==> src/rtl/sram_window_ctrl.sv <==
// Read controller for one main SRAM plus LRU-managed flash-backed windows.
// Hits read the selected macro; misses refill the oldest window first.
module sram_window_ctrl #(
    parameter int ADDR_WIDTH = 32,
    parameter int DATA_WIDTH = 32,
    parameter int SUB_NUM    = 4,
    parameter int SUB_DEPTH  = 256,
    parameter int MAIN_LOWER = 0,
    parameter int MAIN_UPPER = 4096
) (
    input  logic                  clk,
    input  logic                  grst,
    input  logic                  re,
    input  logic [ADDR_WIDTH-1:0] raddr,
    output logic                  busy,
    output logic                  rmiss,
    output logic                  rvalid,
    output logic [DATA_WIDTH-1:0] rdata,
    output logic                  flash_req,
    output logic [ADDR_WIDTH-1:0] flash_addr,
    input  logic                  flash_valid,
    input  logic [DATA_WIDTH-1:0] wdata,
    input  logic [DATA_WIDTH-1:0] ram_rdata,
    output logic [SUB_NUM:0]      ram_sel,
    output logic                  ram_we,
    output logic [ADDR_WIDTH-1:0] ram_addr,
    output logic [DATA_WIDTH-1:0] ram_wdata
);

    localparam int OW = $clog2(SUB_DEPTH);
    localparam int CW = (OW > 0) ? OW : 1;
    localparam int TW = ADDR_WIDTH - OW;
    localparam int AW = $clog2(SUB_NUM);
    localparam int SW = SUB_NUM + 1;
    localparam logic [ADDR_WIDTH-1:0] MLO   = ADDR_WIDTH'(MAIN_LOWER);
    localparam logic [ADDR_WIDTH-1:0] MSPAN = ADDR_WIDTH'(MAIN_UPPER - MAIN_LOWER);
    localparam logic [ADDR_WIDTH-1:0] OMASK = ADDR_WIDTH'(SUB_DEPTH - 1);
    localparam logic [CW-1:0]         CLAST = CW'(SUB_DEPTH - 1);

    typedef enum logic [1:0] {IDLE, RD, RESP, FILL} state_t;

    state_t                state, nxt_state;
    logic [TW-1:0]         tag [SUB_NUM];
    logic [TW-1:0]         nxt_tag [SUB_NUM];
    logic [AW-1:0]         age [SUB_NUM];
    logic [AW-1:0]         nxt_age [SUB_NUM];
    logic [SUB_NUM-1:0]    valid, nxt_valid;
    logic [CW-1:0]         cnt, nxt_cnt;
    logic [AW-1:0]         cur, nxt_cur;
    logic                  cur_sub, nxt_cur_sub;
    logic                  fill_done, nxt_done;
    logic [ADDR_WIDTH-1:0] req_addr, nxt_req;
    logic                  nxt_busy, nxt_rmiss, nxt_rvalid, nxt_freq, nxt_we;
    logic [DATA_WIDTH-1:0] nxt_rdata, nxt_wdata;
    logic [ADDR_WIDTH-1:0] nxt_faddr, nxt_addr;
    logic [SUB_NUM:0]      nxt_sel;

    logic [ADDR_WIDTH-1:0] main_off;
    logic                  main_hit, sub_hit, has_inv;
    logic [AW-1:0]         sub_idx, vict;

    function automatic logic [SUB_NUM:0] sub_sel(input logic [AW-1:0] i);
        sub_sel = '0;
        sub_sel[32'(i) + 1] = 1'b1;
    endfunction

    // Wrapping subtraction turns the range test into a single compare
    always_comb begin
        main_off = raddr - MLO;
        main_hit = main_off < MSPAN;
        sub_hit  = 1'b0;
        sub_idx  = '0;
        for (int i = 0; i < SUB_NUM; i++) begin
            if (valid[i] && raddr[ADDR_WIDTH-1:OW] == tag[i]) begin
                sub_hit = 1'b1;
                sub_idx = AW'(i);
            end
        end
        has_inv = 1'b0;
        vict    = '0;
        for (int i = SUB_NUM - 1; i >= 0; i--) begin
            if (!valid[i]) begin
                has_inv = 1'b1;
                vict    = AW'(i);
            end
        end
        if (!has_inv) begin
            for (int i = 0; i < SUB_NUM; i++) begin
                if (age[i] == AW'(SUB_NUM - 1)) vict = AW'(i);
            end
        end
    end

    always_comb begin
        nxt_state   = state;
        nxt_tag     = tag;
        nxt_age     = age;
        nxt_valid   = valid;
        nxt_cnt     = cnt;
        nxt_cur     = cur;
        nxt_cur_sub = cur_sub;
        nxt_done    = fill_done;
        nxt_req     = req_addr;
        nxt_busy    = busy;
        nxt_rmiss   = rmiss;
        nxt_rvalid  = 1'b0;
        nxt_rdata   = rdata;
        nxt_freq    = flash_req;
        nxt_faddr   = flash_addr;
        nxt_sel     = '0;
        nxt_we      = 1'b0;
        nxt_addr    = ram_addr;
        nxt_wdata   = ram_wdata;
        unique case (state)
            IDLE: begin
                if (re) begin
                    nxt_req  = raddr;
                    nxt_busy = 1'b1;
                    if (main_hit) begin
                        nxt_state   = RD;
                        nxt_sel     = SW'(1);
                        nxt_addr    = main_off;
                        nxt_cur_sub = 1'b0;
                    end else if (sub_hit) begin
                        nxt_state   = RD;
                        nxt_sel     = sub_sel(sub_idx);
                        nxt_addr    = raddr & OMASK;
                        nxt_cur     = sub_idx;
                        nxt_cur_sub = 1'b1;
                    end else begin
                        nxt_state       = FILL;
                        nxt_cur         = vict;
                        nxt_cur_sub     = 1'b1;
                        nxt_valid[vict] = 1'b0;
                        nxt_cnt         = '0;
                        nxt_done        = 1'b0;
                        nxt_freq        = 1'b1;
                        nxt_rmiss       = 1'b1;
                        nxt_faddr       = raddr & ~OMASK;
                    end
                end
            end
            FILL: begin
                // Last write occupies the bus one cycle before the read
                if (fill_done) begin
                    nxt_state = RD;
                    nxt_sel   = sub_sel(cur);
                    nxt_addr  = req_addr & OMASK;
                end else if (flash_valid) begin
                    nxt_sel   = sub_sel(cur);
                    nxt_we    = 1'b1;
                    nxt_addr  = ADDR_WIDTH'(cnt);
                    nxt_wdata = wdata;
                    nxt_cnt   = cnt + 1'b1;
                    if (cnt == CLAST) begin
                        nxt_tag[cur]   = req_addr[ADDR_WIDTH-1:OW];
                        nxt_valid[cur] = 1'b1;
                        nxt_freq       = 1'b0;
                        nxt_rmiss      = 1'b0;
                        nxt_done       = 1'b1;
                    end
                end
            end
            RD: begin
                nxt_state = RESP;
                if (cur_sub) begin
                    for (int j = 0; j < SUB_NUM; j++) begin
                        if (AW'(j) == cur) nxt_age[j] = '0;
                        else if (age[j] < age[cur]) nxt_age[j] = age[j] + 1'b1;
                    end
                end
            end
            RESP: begin
                nxt_state  = IDLE;
                nxt_rdata  = ram_rdata;
                nxt_rvalid = 1'b1;
                nxt_busy   = 1'b0;
            end
            default: nxt_state = IDLE;
        endcase
    end

    always_ff @(posedge clk or negedge grst) begin
        if (!grst) begin
            state      <= IDLE;
            valid      <= '0;
            cnt        <= '0;
            cur        <= '0;
            cur_sub    <= 1'b0;
            fill_done  <= 1'b0;
            req_addr   <= '0;
            busy       <= 1'b0;
            rmiss      <= 1'b0;
            rvalid     <= 1'b0;
            rdata      <= '0;
            flash_req  <= 1'b0;
            flash_addr <= '0;
            ram_sel    <= '0;
            ram_we     <= 1'b0;
            ram_addr   <= '0;
            ram_wdata  <= '0;
            for (int i = 0; i < SUB_NUM; i++) begin
                tag[i] <= '0;
                age[i] <= AW'(i);
            end
        end else begin
            state      <= nxt_state;
            tag        <= nxt_tag;
            age        <= nxt_age;
            valid      <= nxt_valid;
            cnt        <= nxt_cnt;
            cur        <= nxt_cur;
            cur_sub    <= nxt_cur_sub;
            fill_done  <= nxt_done;
            req_addr   <= nxt_req;
            busy       <= nxt_busy;
            rmiss      <= nxt_rmiss;
            rvalid     <= nxt_rvalid;
            rdata      <= nxt_rdata;
            flash_req  <= nxt_freq;
            flash_addr <= nxt_faddr;
            ram_sel    <= nxt_sel;
            ram_we     <= nxt_we;
            ram_addr   <= nxt_addr;
            ram_wdata  <= nxt_wdata;
        end
    end

endmodule

==> config.mk <==
export PLATFORM = sky130hd
export DESIGN_NAME = sram_window_ctrl
export DESIGN_NICKNAME = d
export VERILOG_FILES = /design/src/rtl/sram_window_ctrl.sv
export SDC_FILE = /design/constraint.sdc
export NUM_CORES = 1
export LEC_CHECK = 0
export CAP_MARGIN = 20
export CORE_MARGIN = 3
export CORE_UTILIZATION = 40
export DETAILED_ROUTE_END_ITERATION = 8
export DONT_BUFFER_PORTS = 1
export SLEW_MARGIN = 20
export SYNTH_ARGS = -nofsm -noshare
export SYNTH_HDL_FRONTEND = slang
export SYNTH_SLANG_ARGS = --single-unit
==> constraint.sdc <==
create_clock -name clk -period 2.9 [get_ports clk]
set_clock_uncertainty 0.1 [all_clocks]
set_input_delay 0.29 -clock clk [delete_from_list [all_inputs] [get_ports clk]]
set_output_delay 0.29 -clock clk [all_outputs]
set_load 0.05 [all_outputs]
==> flow_metrics.env <==
export IMPL_critPathLaunch="tag[42]"
export IMPL_pwr_share_clk_pct=28.0
export IMPL_fin_total_pwr_mw=15.2
export IMPL_clk_pin_slew_ps=60
export IMPL_hpwl_um=19400
export IMPL_critPathKind="register to register"
export IMPL_ys_flop_type="dfrtp_1"
export IMPL_cts_root_buffer="clkbuf_16"
export IMPL_cts_buffers=34
export IMPL_synth_top_cells_by_count="dfrtp_1, mux2_2, xnor2_1, xor2_1, clkbuf_1"
export IMPL_slew_viol_final=0
export IMPL_switchingPower_mw=6.20
export IMPL_antenna_found_initial=1
export IMPL_leakage_nw=6.81
export IMPL_cp_end_kind="register"
export IMPL_syn_area_per_cell_sq_um=13.2
export IMPL_synth_async_reset_ratio_pct=100
export IMPL_layout_drive_gt1_share_pct=30.4
export IMPL_fin_nets=1174
export IMPL_fill_cells=2727
export IMPL_cp_max_fo=20
export IMPL_synthCells=964
export IMPL_grt_pass1_wl_um=47900
export IMPL_synth_top_area_share_pct=54.8
export IMPL_yosysTopAreaCell="dfrtp_1"
export IMPL_die_w_um=184
export IMPL_timing_final_crit_share_pct=94.7
export IMPL_antenna_left=0
export IMPL_grt_max_degree=284
export IMPL_synth_edf_count=0
export IMPL_cts_max_level=2
export IMPL_hold_buffers=98
export IMPL_drc=0
export IMPL_yosysUniqueCellTypes=53
export IMPL_cp_data_required_time_ps=3190
export IMPL_std_cell_rows=64
export IMPL_outcome="finished with violations"
export IMPL_reg2reg_from="tag[42]"
export IMPL_fin_setup_tns_ps=0
export IMPL_holdWs_ps=-612
export IMPL_crit_path_start_kind="register"
export IMPL_wl_per_cell_um=21.1
export IMPL_synth_seq_area_share_pct=55.7
export IMPL_place_area_sq_um=13100
export IMPL_yosysWarnings=0
export IMPL_pwr_share_seq_pct=54.8
export IMPL_grt_overflow_total=0
export IMPL_hold_class="input pin to asynchronous set/reset pin"
export IMPL_cp_arrival_ps=3040
export IMPL_worstMarginPinSlew_ps=979
export IMPL_vdd_drop_max_uv=835
export IMPL_yosysMostFrequentCell="dfrtp_1"
export IMPL_min_period_ps=2750
export IMPL_fmax_ghz=0.364
export IMPL_finalHoldViolCount=283
export IMPL_die_h_um=184
export IMPL_pwr_share_comb_pct=17.2
export IMPL_switching_share_pct=40.8
export IMPL_critical_path_buf_inv_count=1
export IMPL_dieArea_sq_um=34000
export IMPL_syn_area_sq_um=12700
export IMPL_design_core_area_sq_um=31000
export IMPL_crit_chain="xnor2_2, nand4_1, or4_1, or4_4, nand3_4, o21ai_4, buf_12, and2_1"
export IMPL_io_pins=238
export IMPL_initial_utilization_pct=41.1
export IMPL_dr_pass1_iters=4
export IMPL_antenna_cells=0
export IMPL_syn_to_final_growth_pct=19.8
export IMPL_synthTopCellsByArea="dfrtp_1, mux2_2, xnor2_1, xor2_1, ha_1"
export IMPL_drt_initial_drc_count=331
export IMPL_internal_power_mw=8.97
export IMPL_fin_area_sq_um=15200
export IMPL_clock_path_buffers=3
export IMPL_drt_total_wl_um=31200
export IMPL_finalSetupViolCount=0
export IMPL_ys_seq_elements=283
export IMPL_cts_sinks=283
export IMPL_rsz0062_at_grt="false"
export IMPL_track_usage_pct=18.1
export IMPL_grt_pass1_vias=8008
export IMPL_slowest_stage="or4_4"
export IMPL_utilization_pct=49.2
export IMPL_drv_cap=0
export IMPL_slowest_delay_ps=580
export IMPL_clock_latency_ps=510
export IMPL_slew_headroom_pct=34.7
export IMPL_cts_tree="built"
export IMPL_critical_path_top_delay_family="simple AND/OR/NAND/NOR gates"
export IMPL_powerDensity_nw_per_um2=995
export IMPL_violations="negative hold slack"
export IMPL_numPortBuffers=0
export IMPL_viasPerCell=5.23
export IMPL_routed_via_count=7732
export IMPL_gp_congestion=0.759
[layout make-up]
type	instances	area [sq um]	area share, %
clock buffer	42	922	6.05
clock inverter	16	186	1.22
inverter	15	56.3	0.369
multi-input combinational	608	5350	35.1
sequential	283	7090	46.5
tap	396	495	3.25
timing repair buffer	119	1150	7.55
[stage by stage]
step           worst slack, ps  hold WS, ps  cells
2_1_floorplan              267         -106    971
3_3_place_gp               113        -99.4   1322
3_5_place_dp              97.6        -99.7   1322
4_1_cts                   62.3         -636   1478
5_1_grt                   15.7         -639   1479
6_report                   153         -612   1479
[power groups by stage]
stage	combinational [mW]	clock, mW	sequential, mW
finish	2.61	4.25	8.31
global placement	2.40	0	8.37
detailed placement	2.48	0	8.39
CTS	2.61	4.37	8.32
global route	2.87	4.55	8.46
floorplan	2.12	0	8.02
[flip-flops by register name (all words and copies together) (netlist names)]
register,count
tag,96
ram_addr,32
ram_wdata,32
rdata,32
req_addr,32
flash_addr,24
age,8
cnt,8
ram_sel,5
valid,4
cur,2
state,2
busy,1
cur_sub,1
fill_done,1
flash_req,1
ram_we,1
rvalid,1
[repair_timing]
action	in CTS	in global routing
endpoints found under the hold margin	418	283
endpoints found under the setup margin	0	34
buffers inserted	0	1
resized for setup	0	6
[placed cells by master, fill, tap and decap left out, drive strengths merged, types with 2 or more instances in the layout]
cell         count
xor2            42
dfstp            4
xnor2           54
o21ai           13
dfrtp          279
a21oi           17
inv             16
a21boi           2
nor4            15
a31oi            6
clkinv          10
nand3           14
mux2           229
mux2i           13
bufinv           4
a221o            5
nor3            12
o31ai            6
and2            22
buf             21
nand2           29
nand4           20
o211ai           9
ha              13
clkbuf          42
nor2b            2
nor2            32
nand2b           8
dlygate4sd3     98
nor3b            3
conb             8
and3            10
or4              9
or2              2
a22o             5
[path summary, 6_finish.rpt]
check | end | cells past startpoint | slack [ps]
worst max-delay path | ram_addr[28] | 8 | 150
worst min-delay path | rdata[0] | 0 | -610
worst max register to register | ram_addr[28] | 8 | 150
worst min register to register | cur_sub | 2 | 390
max in group asynchronous | age[0] | 0 | 2820
min in group clk | ram_addr[7] | 3 | 40
[kinds of logic (layout without fill, tap and decap cells)]
family,after synthesis,in the layout,synth area share [%]
xor gates and xnor gates,96,96,7.02
muxes,243,243,21.6
other,1,8,0.0294
and+or+nand+nor,181,181,7.81
DFF,283,283,55.7
AOI/OAI and AO/OA,67,67,3.61
buffers and inverters,80,192,2.98
adders and majority gates,13,13,1.28
[metal layers]
layer / track usage, % / up-vias / part of all wire, %
li1: - / 3581 / -
met1: 25.4 / 3923 / 44
met2: 28.6 / 188 / 47
met3: 4.50 / 40 / 6.6
met4: 4.26 / 0 / 1.7
met5: 0 / - / 0
Power figures use the tool's default switching activity.
